File: config.mk
export PLATFORM = sky130hd
export DESIGN_NAME = seq_pattern_tx
export DESIGN_NICKNAME = d
export VERILOG_FILES = /design/src/rtl/seq_pkg.sv /design/src/rtl/seq_1010_model.sv /design/src/rtl/seq_pattern_tx.sv
export SDC_FILE = /design/constraint.sdc
export NUM_CORES = 1
export LEC_CHECK = 0
export ABC_AREA = 1
export ABC_CLOCK_PERIOD_IN_PS = 2100
export CAP_MARGIN = 5
export CORE_ASPECT_RATIO = 1.75
export CORE_MARGIN = 4
export CORE_UTILIZATION = 54
export CTS_CLUSTER_DIAMETER = 80
export DETAILED_ROUTE_END_ITERATION = 12
export HOLD_SLACK_MARGIN = 0.15
export PLACE_DENSITY_LB_ADDON = 0.08
export SLEW_MARGIN = 20
export SYNTH_ARGS = -nofsm -noshare
export SYNTH_HDL_FRONTEND = slang
export SYNTH_SLANG_ARGS = --single-unit
File: constraint.sdc
create_clock -name clk -period 2.1 [get_ports clk]
set_input_delay 0.42 -clock clk [delete_from_list [all_inputs] [get_ports clk]]
set_output_delay 0.42 -clock clk [all_outputs]
set_load 0.02 [all_outputs]
File: src/rtl/seq_pkg.sv
// Shared encodings for the 1010 stimulus transmitter and its golden tracker.
package seq_pkg;

  // Transmitter handshake / shift states.
  typedef enum logic [1:0] {
    IDLE  = 2'd0,
    SHIFT = 2'd1,
    DONE  = 2'd2
  } tx_state_e;

  // Tracker progress through the 1010 pattern.
  typedef enum logic [1:0] {
    T0 = 2'd0,  // nothing useful seen
    T1 = 2'd1,  // seen 1
    T2 = 2'd2,  // seen 10
    T3 = 2'd3   // seen 101
  } trk_state_e;

  // Pattern being counted, first-received bit in the MSB.
  localparam logic [3:0] PATTERN = 4'b1010;

endpackage

File: src/rtl/seq_1010_model.sv
// Overlapping 1010 tracker with a saturating hit counter.
// Usable both inside the transmitter and as a scoreboard model in benches.
module seq_1010_model
  import seq_pkg::*;
#(
  parameter int CNT_W = 5
) (
  input  logic             clk,
  input  logic             rst,
  input  logic             clr,
  input  logic             bit_en,
  input  logic             bit_in,
  output logic [CNT_W-1:0] hits
);

  trk_state_e       trk_q, trk_d;
  logic [CNT_W-1:0] hits_q, hits_d;
  logic             hit;

  // A hit is the pattern's final bit arriving while the last three bits already match.
  assign hit = bit_en && (trk_q == T3) && ({PATTERN[3:1], bit_in} == PATTERN);

  // Next tracker state and counter; clr restarts a frame, T3->T2 on 0 keeps the overlap.
  always_comb begin
    trk_d  = trk_q;
    hits_d = hits_q;
    if (clr) begin
      trk_d  = T0;
      hits_d = '0;
    end else if (bit_en) begin
      unique case (trk_q)
        T0:      trk_d = bit_in ? T1 : T0;
        T1:      trk_d = bit_in ? T1 : T2;
        T2:      trk_d = bit_in ? T3 : T0;
        T3:      trk_d = bit_in ? T1 : T2;
        default: trk_d = T0;
      endcase
      if (hit && (hits_q != {CNT_W{1'b1}})) begin
        hits_d = hits_q + CNT_W'(1);
      end
    end
  end

  // Register tracker state and hit count.
  always_ff @(posedge clk) begin
    if (rst) begin
      trk_q  <= T0;
      hits_q <= '0;
    end else begin
      trk_q  <= trk_d;
      hits_q <= hits_d;
    end
  end

  assign hits = hits_q;

endmodule

File: src/rtl/seq_pattern_tx.sv
// Serial stimulus transmitter: loads a word via valid/ready, shifts it out
// MSB-first and reports the expected overlapping-1010 count at end of frame.
module seq_pattern_tx
  import seq_pkg::*;
#(
  parameter int WIDTH = 16,
  parameter int CNT_W = 5
) (
  input  logic             clk,
  input  logic             rst,
  input  logic             load_valid,
  output logic             load_ready,
  input  logic [WIDTH-1:0] load_data,
  input  logic [CNT_W-1:0] load_len,
  output logic             btn_out,
  output logic             bit_valid,
  output logic             busy,
  output logic             done,
  output logic [CNT_W-1:0] exp_hits
);

  localparam logic [CNT_W-1:0] WIDTH_L = CNT_W'(WIDTH);

  tx_state_e        state_q, state_d;
  logic [WIDTH-1:0] sh_q, sh_d;
  logic [CNT_W-1:0] cnt_q, cnt_d;        // bits still to present after the current one
  logic             btn_out_q, btn_out_d;
  logic             bit_valid_q, bit_valid_d;
  logic             busy_q, busy_d;
  logic             done_q, done_d;
  logic             load_ready_q, load_ready_d;
  logic [CNT_W-1:0] eff_len;
  logic             accept;

  // Zero or oversize lengths mean a full-width frame.
  assign eff_len = ((load_len == '0) || (load_len > WIDTH_L)) ? WIDTH_L : load_len;
  assign accept  = load_valid && load_ready_q;

  // Next-state and next-output logic; the first bit is presented straight from the accept edge.
  always_comb begin
    state_d      = state_q;
    sh_d         = sh_q;
    cnt_d        = cnt_q;
    btn_out_d    = 1'b0;
    bit_valid_d  = 1'b0;
    busy_d       = busy_q;
    done_d       = 1'b0;
    load_ready_d = load_ready_q;
    unique case (state_q)
      IDLE: begin
        if (accept) begin
          state_d      = SHIFT;
          btn_out_d    = load_data[WIDTH-1];
          bit_valid_d  = 1'b1;
          sh_d         = load_data << 1;
          cnt_d        = eff_len - CNT_W'(1);
          busy_d       = 1'b1;
          load_ready_d = 1'b0;
        end
      end
      SHIFT: begin
        if (cnt_q != '0) begin
          btn_out_d   = sh_q[WIDTH-1];
          bit_valid_d = 1'b1;
          sh_d        = sh_q << 1;
          cnt_d       = cnt_q - CNT_W'(1);
        end else begin
          state_d = DONE;
          done_d  = 1'b1;
        end
      end
      DONE: begin
        state_d      = IDLE;
        busy_d       = 1'b0;
        load_ready_d = 1'b1;
      end
      default: begin
        state_d      = IDLE;
        busy_d       = 1'b0;
        load_ready_d = 1'b1;
      end
    endcase
  end

  // Transmitter FSM with all outputs registered.
  always_ff @(posedge clk) begin
    if (rst) begin
      state_q      <= IDLE;
      sh_q         <= '0;
      cnt_q        <= '0;
      btn_out_q    <= 1'b0;
      bit_valid_q  <= 1'b0;
      busy_q       <= 1'b0;
      done_q       <= 1'b0;
      load_ready_q <= 1'b1;
    end else begin
      state_q      <= state_d;
      sh_q         <= sh_d;
      cnt_q        <= cnt_d;
      btn_out_q    <= btn_out_d;
      bit_valid_q  <= bit_valid_d;
      busy_q       <= busy_d;
      done_q       <= done_d;
      load_ready_q <= load_ready_d;
    end
  end

  // Golden tracker watches exactly the bits that leave on btn_out.
  seq_1010_model #(.CNT_W(CNT_W)) u_model (
    .clk    (clk),
    .rst    (rst),
    .clr    (accept),
    .bit_en (bit_valid_q),
    .bit_in (btn_out_q),
    .hits   (exp_hits)
  );

  assign load_ready = load_ready_q;
  assign btn_out    = btn_out_q;
  assign bit_valid  = bit_valid_q;
  assign busy       = busy_q;
  assign done       = done_q;

endmodule

==> flow_summary.toml <==
[worst_setup_path]
endpoint = "cnt_q[3]$_SDFFE_PP0P_"
critical_path_required_ns = 2.27
crit_slowest_cell = "clkdlybuf4s50_1"
ff2ff_path_depth = 10
end_kind = "register"
cp-startpoint = "load_len[2]"
critPathBufInv = 2
startpoint_type = "primary input"
path_class = "primary input to register"
max_stage_delay_ns = 0.40
crit_fanout = 4
rr_startpoint = "u_model.hits[0]$_SDFFE_PP0P_"
crit_arrival_ns = 2.00
cp.depth = 12
worstPathCellList = "clkdlybuf4s50_1 -> inv_1 -> nand4_1 -> ha_1 -> nor2_1 -> nand2_1 -> nand2_1 -> nor2_1 -> nand2_1 -> nand2_1 -> a21oi_1 -> nor2_1"
reg2reg_slack_ns = 0.44
r2r_end = "u_model.hits[3]$_SDFFE_PP0P_"
crit_top_cell = "nand2_1"
crit_family = "simple AND/OR/NAND/NOR gates"

[global_routing]
grt_use_total_pct = 18.78
grt_pass1_vias = 1468
grt_overflow = 0
antenna_found_initial = 0
grt_first_pass_wirelength_mm = 5.858
grt_start_max_net_pins = 23

[clock_tree]
postCtsHoldBufs = 0
htreeDepth = 2
cts_num_sinks = 34
worst_skew_pair.late_latency_ns = 0.28
clk_pin_slew_worst_paths_ns = 0.07
cts_tree = "built"
clockRootBuffer = "clkbuf_8"
cts.path.max_buffers = 2
cts_setup_buffers = 0
cts_resized = 0
numCtsBuffers = 5

[route]
vias = 1606
wire_per_inst_microns = 10.73
antenna_left = 0
drc = 0
viasPerCell = 5.050
drt_iter0_markers = 32
drt_wl_total_mm = 3.412
wl_met3_microns = 134
wl_met2_mm = 1.932
top_layer_used = "met4"
met1_length_mm = 1.279
dr.pass1.iters = 4

[power]
leakagePower_nw = 0.9864
report.power.total_mw = 1.782
p_per_area_nw_per_um2 = 853.4
vdd_drop_max_uv = 744.4

[layout]
fillCellCount = 281
areaGrowthSynthToFinish_pct = 26.06
layout-drive-gt1-share_pct = 8.276
final-seq-area_sq_um = 680.7
layout.nets = 316
multi_input_area_sq_um = 805.8
diodes = 0
final_area_sq_um = 2088

[yosys]
synth.cell_area_sq_um = 1657
synth-seq-area-share_pct = 41.09
synthCells = 252
yosysTopAreaCell = "dfxtp_1"
yosysTopAreaCellShare_pct = 41.09
synth_nets = 279
ys_warn_count = 0
synth_area_leaders = "dfxtp_1 41%, nand2_1 15%, nor2_1 11%"
ys_types = 20
synth.ff_latch_count = 34
syn_avg_cell_area_sq_um = 6.574

[floorplanning]
std_cell_rows = 26
die_h_microns = 81.27
io_pins = 34
core_area_sq_um = 2928
initial_utilization_pct = 56.58
fp.dieArea_sq_um = 4053
chipWidth_microns = 49.87

[sta]
fin_hold_ws_ns = 0.4667
relSlewSlack_pct = 71.99
finalHoldViolCount = 0
worstMarginPinSlew_ns = 0.4186
period_share_pct = 86.90
timing.final.ws_setup_ns = 0.2750
period_needed_ns = 1.825
setup_viol = 0
drv_slew = 0
finClkSkew_ns = 0.01005
fmax_mhz = 548.0
rsz0062_at_grt = "false"

[job]
drv_cap = 0

[placed_design]
dp_hpwl_mm = 2.608
place_ws_ns = -0.03680
placed_cell_area_sq_um = 2002
portBuffers = 33
gp_congestion = 0.8289

[hold_path]
hold_class = "register to register"
worstHoldPathCells = 2

[outcome]
status = "complete, no violations"
cell families (layout without fill, tap and decap cells):
family / count (synthesis) / count (layout) / share of synthesized area [%]
buffers and inverters: 37 / 75 / 10.27
AOI/OAI and AO/OA: 35 / 35 / 10.57
DFF: 34 / 34 / 41.09
and+or+nand+nor: 143 / 143 / 35.80
adders and majority gates: 3 / 3 / 2.266
stage by stage:
| step | instances | utilization, % | setup TNS [ns] |
|---|---|---|---|
| 6_report | 318 | 71.32 | 0 |
| 2_1_floorplan | 252 | - | 0 |
| 5_1_grt | 318 | 71.32 | 0 |
| 3_3_place_gp | 310 | 68.38 | 0 |
| 4_1_cts | 318 | 71.32 | 0 |
| 3_5_place_dp | 310 | 68.38 | -0.05853 |
state kept, by name, indices dropped and copies added (netlist names):
register       count
state_q            2
load_ready         1
bit_valid          1
u_model.hits       5
done               1
btn_out            1
cnt_q              5
u_model.trk_q      2
busy               1
sh_q              15
final cells by class:
| class | instances | share of cell area (%) |
|---|---|---|
| Multi-Input combinational cell | 181 | 38.59 |
| Timing Repair Buffer | 39 | 17.97 |
| Clock inverter | 2 | 0.6591 |
| Sequential cell | 34 | 32.59 |
| Clock buffer | 6 | 3.475 |
| Inverter | 28 | 5.033 |
| Tap cell | 28 | 1.678 |
worst register-to-register path, delay by kind of cell, from the launching register on:
kind	cells	cell delay, ns
simple gates	4	0.41
compound gates	2	0.19
flops	1	0.32
fa+ha+maj	2	0.38
buf+inv	2	0.24
cells in the final DEF (no fill, tap or decap):
master / Yosys / final
nor2_1: 48 / 48
clkinv_2: 0 / 1
dfxtp_1: 34 / 34
clkbuf_8: 0 / 5
nor2_2: 1 / 1
nand3_1: 10 / 10
nor3_1: 7 / 7
clkinv_4: 0 / 1
ha_1: 3 / 3
a21oi_1: 9 / 9
nor2_4: 1 / 1
inv_2: 3 / 3
buf_4: 2 / 6
nand4_1: 2 / 2
nand2_4: 1 / 1
nand2_1: 68 / 68
o21ai_1: 9 / 9
clkbuf_1: 3 / 1
inv_1: 25 / 25
nand2_2: 5 / 5
clkdlybuf4s50_1: 0 / 33
o21ai_0: 17 / 17
Yosys cell counts:
master,count
nor3_1,7
nand2_4,1
o21ai_0,17
inv_1,25
buf_6,3
o21ai_1,9
nor2_1,48
nor2_2,1
ha_1,3
nor2_4,1
inv_2,3
clkbuf_1,3
nand4_1,2
nand2_1,68
a21oi_1,9
nand2_2,5
buf_4,2
nand3_1,10
dfxtp_1,34
buf_2,1
report_power, final:
group | internal, mW | switching, mW | total, mW
sequential | 0.750 | 0.0582 | 0.808
combinational | 0.203 | 0.307 | 0.510
clock | 0.233 | 0.231 | 0.464
total | 1.19 | 0.596 | 1.78
routing by layer:
layer,track usage [%],up-vias
li1,-,856
met1,16.76,710
met2,38.06,32
met3,5.138,8
met4,7.756,0
met5,0,-
how the worst min path moves through the flow:
stage	slack, ns	from	to
after CTS	0.47	sh_q[1]$_SDFFE_PP0P_	sh_q[1]$_SDFFE_PP0P_
after floorplan	0.44	sh_q[1]$_SDFFE_PP0P_	sh_q[1]$_SDFFE_PP0P_
after global routing	0.49	sh_q[1]$_SDFFE_PP0P_	sh_q[1]$_SDFFE_PP0P_
after global placement	0.45	sh_q[1]$_SDFFE_PP0P_	sh_q[1]$_SDFFE_PP0P_
after detailed placement	0.45	sh_q[1]$_SDFFE_PP0P_	sh_q[1]$_SDFFE_PP0P_
final	0.47	sh_q[1]$_SDFFE_PP0P_	sh_q[1]$_SDFFE_PP0P_
Power figures use the tool's default switching activity.
